--- config.mk ---
export PLATFORM = sky130hd
export DESIGN_NAME = jtag_ir_dr_controller
export DESIGN_NICKNAME = d
export VERILOG_FILES = /design/src/rtl/jtag_ir_dr_controller.sv
export SDC_FILE = /design/constraint.sdc
export NUM_CORES = 1
export LEC_CHECK = 0
export ABC_AREA = 1
export ABC_CLOCK_PERIOD_IN_PS = 3400
export CAP_MARGIN = 20
export CORE_ASPECT_RATIO = 0.6
export CORE_MARGIN = 3
export CORE_UTILIZATION = 32
export DETAILED_ROUTE_END_ITERATION = 16
export GPL_TIMING_DRIVEN = 0
export HOLD_SLACK_MARGIN = 0.08
export PLACE_DENSITY = 0.59
export SLEW_MARGIN = 10
export SYNTH_ARGS = -nofsm -noshare
export SYNTH_HDL_FRONTEND = slang
export SYNTH_SLANG_ARGS = --single-unit
--- constraint.sdc ---
create_clock -name tck -period 3.4 [get_ports tck]
set_input_delay 0.68 -clock tck [delete_from_list [all_inputs] [get_ports tck]]
set_output_delay 0.68 -clock tck [all_outputs]
set_load 0.02 [all_outputs]
--- src/rtl/jtag_ir_dr_controller.sv ---
// JTAG instruction/data register block driven by an external TAP state.
// Holds the IR, IDCODE, USER and BYPASS scan chains and the serial output.
module jtag_ir_dr_controller #(
    parameter logic [31:0] IDCODE     = 32'h0000_FAF0,
    parameter int unsigned USER_WIDTH = 8
) (
    input  logic                  tck,
    input  logic                  trst,
    input  logic                  tdi,
    input  logic [4:0]            tap_state,
    input  logic [USER_WIDTH-1:0] user_capture_data,
    output logic                  tdo,
    output logic                  tdo_en,
    output logic [3:0]            ir,
    output logic [USER_WIDTH-1:0] user_data,
    output logic                  user_update,
    output logic [5:0]            bit_count
);

    localparam logic [4:0] StTestLogicReset = 5'h00;
    localparam logic [4:0] StCaptureDr      = 5'h04;
    localparam logic [4:0] StCaptureIr      = 5'h05;
    localparam logic [4:0] StShiftDr        = 5'h06;
    localparam logic [4:0] StShiftIr        = 5'h07;
    localparam logic [4:0] StUpdateDr       = 5'h14;
    localparam logic [4:0] StUpdateIr       = 5'h15;

    localparam logic [3:0] InstrIdcode = 4'h1;
    localparam logic [3:0] InstrUser   = 4'h8;

    // Data register chosen at CaptureDr; a later IR update cannot re-target the scan.
    typedef enum logic [1:0] {SelId, SelUser, SelBypass} dr_sel_e;

    logic                  tdo_q, tdo_d;
    logic                  tdo_en_q, tdo_en_d;
    logic [3:0]            ir_q, ir_d;
    logic [USER_WIDTH-1:0] user_data_q, user_data_d;
    logic                  user_update_q, user_update_d;
    logic [5:0]            bit_count_q, bit_count_d;
    logic [3:0]            ir_shift_q, ir_shift_d;
    logic [31:0]           id_shift_q, id_shift_d;
    logic [USER_WIDTH-1:0] user_shift_q, user_shift_d;
    logic                  bypass_q, bypass_d;
    dr_sel_e               dr_sel_q, dr_sel_d;
    dr_sel_e               ir_sel;
    logic [5:0]            bit_count_inc;

    // Decode the active instruction; unknown codes fall back to BYPASS.
    always_comb begin
        ir_sel        = SelBypass;
        bit_count_inc = (bit_count_q == 6'd63) ? bit_count_q : bit_count_q + 6'd1;
        if (ir_q == InstrIdcode) begin
            ir_sel = SelId;
        end else if (ir_q == InstrUser) begin
            ir_sel = SelUser;
        end
    end

    // Next-state for every register as a function of the current TAP state.
    always_comb begin
        tdo_d         = tdo_q;
        tdo_en_d      = 1'b0;
        ir_d          = ir_q;
        user_data_d   = user_data_q;
        user_update_d = 1'b0;
        bit_count_d   = bit_count_q;
        ir_shift_d    = ir_shift_q;
        id_shift_d    = id_shift_q;
        user_shift_d  = user_shift_q;
        bypass_d      = bypass_q;
        dr_sel_d      = dr_sel_q;

        case (tap_state)
            StTestLogicReset: begin
                ir_d        = InstrIdcode;
                ir_shift_d  = 4'h0;
                bit_count_d = 6'd0;
                dr_sel_d    = SelId;
            end
            StCaptureIr: begin
                ir_shift_d  = 4'b0101;
                bit_count_d = 6'd0;
            end
            StShiftIr: begin
                tdo_d       = ir_shift_q[0];
                ir_shift_d  = {tdi, ir_shift_q[3:1]};
                tdo_en_d    = 1'b1;
                bit_count_d = bit_count_inc;
            end
            StUpdateIr: begin
                ir_d = ir_shift_q;
            end
            StCaptureDr: begin
                bit_count_d = 6'd0;
                dr_sel_d    = ir_sel;
                case (ir_sel)
                    SelId:   id_shift_d   = IDCODE;
                    SelUser: user_shift_d = user_capture_data;
                    default: bypass_d     = 1'b0;
                endcase
            end
            StShiftDr: begin
                tdo_en_d    = 1'b1;
                bit_count_d = bit_count_inc;
                case (dr_sel_q)
                    SelId: begin
                        tdo_d      = id_shift_q[0];
                        id_shift_d = {tdi, id_shift_q[31:1]};
                    end
                    SelUser: begin
                        tdo_d        = user_shift_q[0];
                        user_shift_d = {tdi, user_shift_q[USER_WIDTH-1:1]};
                    end
                    default: begin
                        tdo_d    = bypass_q;
                        bypass_d = tdi;
                    end
                endcase
            end
            StUpdateDr: begin
                if (ir_q == InstrUser) begin
                    user_data_d   = user_shift_q;
                    user_update_d = 1'b1;
                end
            end
            default: ;
        endcase
    end

    // State register; trst overrides whatever the TAP state requests.
    always_ff @(posedge tck) begin
        if (trst) begin
            tdo_q         <= 1'b0;
            tdo_en_q      <= 1'b0;
            ir_q          <= InstrIdcode;
            user_data_q   <= '0;
            user_update_q <= 1'b0;
            bit_count_q   <= 6'd0;
            ir_shift_q    <= 4'h0;
            id_shift_q    <= 32'h0;
            user_shift_q  <= '0;
            bypass_q      <= 1'b0;
            dr_sel_q      <= SelId;
        end else begin
            tdo_q         <= tdo_d;
            tdo_en_q      <= tdo_en_d;
            ir_q          <= ir_d;
            user_data_q   <= user_data_d;
            user_update_q <= user_update_d;
            bit_count_q   <= bit_count_d;
            ir_shift_q    <= ir_shift_d;
            id_shift_q    <= id_shift_d;
            user_shift_q  <= user_shift_d;
            bypass_q      <= bypass_d;
            dr_sel_q      <= dr_sel_d;
        end
    end

    assign tdo         = tdo_q;
    assign tdo_en      = tdo_en_q;
    assign ir          = ir_q;
    assign user_data   = user_data_q;
    assign user_update = user_update_q;
    assign bit_count   = bit_count_q;

endmodule

==> flow_summary.yaml <==
layout:
  syn_to_final_growth_pct: 24.6
  finalInstanceArea_um2: 3970
  drive_gt1_frac: 0.0788
  layout_common_cells: "nor2_1, nand2_1, dfxtp_1"
  n_antenna_cell: 0
  fin_nets: 533
  fin_util: 0.421
  final_common_cell: "nor2_1"
clock_tree:
  ctsHtreeMaxLevel: 3
  cts.repair.resized: 0
  cts.reportedPaths.clkPinSlew_ns: 0.05
  cts_sinks: 68
  clock_latency_ns: 0.32
  cts_setup_buffers: 0
  cts-root-buf: "clkbuf_16"
  cts_tree: "built"
  cts_buffers: 9
  hold_buffers: 0
  clock_path_buffers: 2
setup_path:
  worstSetupPathType: "in2reg"
  worst-r2r-setup-slack_ns: 1.85
  path_depth: 8
  crit_family: "buffers and inverters"
  r2r_cells: 6
  rr_startpoint: "ir[1]"
  critPathCapture: "id_shift_q[21]"
  end_kind: "register"
  crit_path_start_kind: "primary input"
  cp_max_fo: 10
  required_ns: 3.60
  crit_path_max_incr_delay_ns: 0.58
  crit_buf_inv: 3
  critPathLaunch: "tap_state[4]"
  path_common_cell: "nor2_1"
  cpMaxStageDelayCell: "clkdlybuf4s50_1"
  r2r-end: "id_shift_q[25]"
  cp_cell_sequence: "clkdlybuf4s50_1 -> nor2_1 -> nand3_1 -> buf_4 -> buf_2 -> nor2_1 -> o21ai_0 -> nor2_1"
  crit_arrival_ns: 2.32
die:
  ioPinCount: 37
  fp.coreArea_um2: 9430
  die_area_um2: 11200
  die_y_um: 83.3
  start_util: 0.338
  dieWidth_um: 135
  num_rows: 27
route:
  routed_wl_um: 7550
  final_antenna_net_count: 0
  drc: 0
  dr.pass1.iters: 4
  wl_per_cell_um: 11.6
  drt_iter0_markers: 216
  via_per_inst: 4.49
  vias: 2919
timing:
  drv_slew: 0
  slew_headroom: 0.648
  fin_ws_ns: 1.29
  rsz0062_at_grt: "false"
  tightest_slew_ns: 0.528
  holdWs_ns: 0.479
  fin_crit_sh: 0.621
  finalSetupViolCount: 0
  hold_violations: 0
  fmax_mhz: 473
  fin_worst_skew_ns: 0.00354
  fin_setup_tns_ns: 0
  period_needed_ns: 2.11
power:
  p_leak_nw: 1.62
  power_density_nw_per_um2: 453
  vdd_drop_max_uv: 276
global_routing:
  grt_max_degree: 11
  grt_pass1_wl_um: 13200
  antenna_found_initial: 0
  first_global_vias: 2741
  gr-total-overflow: 0
  grt_use_total: 0.144
synthesis:
  synthesis.area_um2: 3180
  yosysSeqAreaShare: 0.428
  yosysUniqueCellTypes: 29
  synth.area.top_cells: "dfxtp_1, nor2_1, nand2_1"
  synth_seq_cells: 68
  synth_top_area_frac: 0.428
  syn_area_per_cell_um2: 6.77
  synth.largest_area_cell: "dfxtp_1"
  yosysWarningCount: 0
  synth.net_count: 487
  syn_inst: 470
place:
  gp_congestion: 0.832
  detailed_place_hpwl_um: 5380
  pre_cts_ws_ns: 0.992
  placed_area_um2: 3700
  io_buffers: 35
min_path:
  min_path_type: "reg2reg"
flow_run:
  max_cap_violations: 0
status:
  status: "completed"
-- worst min path at each step --
stage,start,to,depth (start not counted)
3_5_place_dp,id_shift_q[7],id_shift_q[6],2
2_1_floorplan,id_shift_q[12],id_shift_q[11],2
5_1_grt,id_shift_q[22],id_shift_q[22],2
3_3_place_gp,id_shift_q[6],id_shift_q[5],2
4_1_cts,id_shift_q[2],id_shift_q[2],2
6_report,id_shift_q[30],id_shift_q[30],2
-- synth_stat cells --
cell type	n
nor2_1	101
nand2_1	97
dfxtp_1	68
inv_1	53
a21oi_1	38
o21ai_0	27
nand3_1	22
clkbuf_1	10
nor3_1	10
nand4_1	6
o21ai_1	5
buf_2	4
buf_6	4
nand3_2	3
buf_4	2
inv_2	2
nand2_2	2
nor2_2	2
nor2_4	2
nor3_4	2
or2_2	2
a22oi_1	1
a31oi_1	1
buf_1	1
ha_1	1
nand2_4	1
nor2_8	1
nor4_1	1
o21ai_4	1
-- area by class of cell --
| class | count | area (µm²) |
|---|---|---|
| buffer | 21 | 121 |
| timing repair buffer | 35 | 350 |
| multi-input combinational | 326 | 1490 |
| clock inverter | 2 | 10.0 |
| inverter | 55 | 206 |
| tap | 130 | 163 |
| sequential | 68 | 1360 |
| fill | 962 | 5460 |
| clock buffer | 13 | 260 |
-- per-stage QoR --
| step | cells | power [mW] |
|---|---|---|
| 3_5_place_dp | 635 | 0.969 |
| 6_report | 650 | 1.80 |
| 3_3_place_gp | 635 | 0.967 |
| 2_1_floorplan | 470 | 0.923 |
| 4_1_cts | 650 | 1.82 |
| 5_1_grt | 650 | 1.89 |
-- sequential cells by signal (all words and copies together), names as in the netlist --
name	count
user_shift_q	8
ir	4
bit_count	6
ir_shift_q	4
user_update	1
bypass_q	1
id_shift_q	32
tdo	1
tdo_en	1
user_data	8
dr_sel_q	2
-- power by group --
group          total (mW)  switching, mW  internal, mW
combinational       0.128         0.0771        0.0507
clock               0.845          0.318         0.527
sequential          0.825        0.00960         0.816
total                1.80          0.405          1.39
-- kinds of logic (layout without fill, tap and decap cells) --
logic type	count (synthesis)	in the layout	share of synthesized area
AOI/OAI and AO/OA	73	73	0.119
adders and majority gates	1	1	0.00393
buffers and inverters	76	126	0.103
DFF	68	68	0.428
and+or+nand+nor	252	252	0.346
-- layer usage --
| layer | track usage | wire length [µm] |
|---|---|---|
| met3 | 0.0521 | 381 |
| met5 | 0 | 0 |
| met1 | 0.217 | 4290 |
| met4 | 0.0434 | 70 |
| met2 | 0.187 | 2820 |
-- worst register-to-register path: cells and delay by family, from the launching register on --
kind,cells,cell delay [ns]
and+or+nand+nor,4,0.62
buffers and inverters,1,0.43
DFF,1,0.32
AOI/OAI and AO/OA,1,0.13
Note: power is estimated with default switching activity, not from simulation.
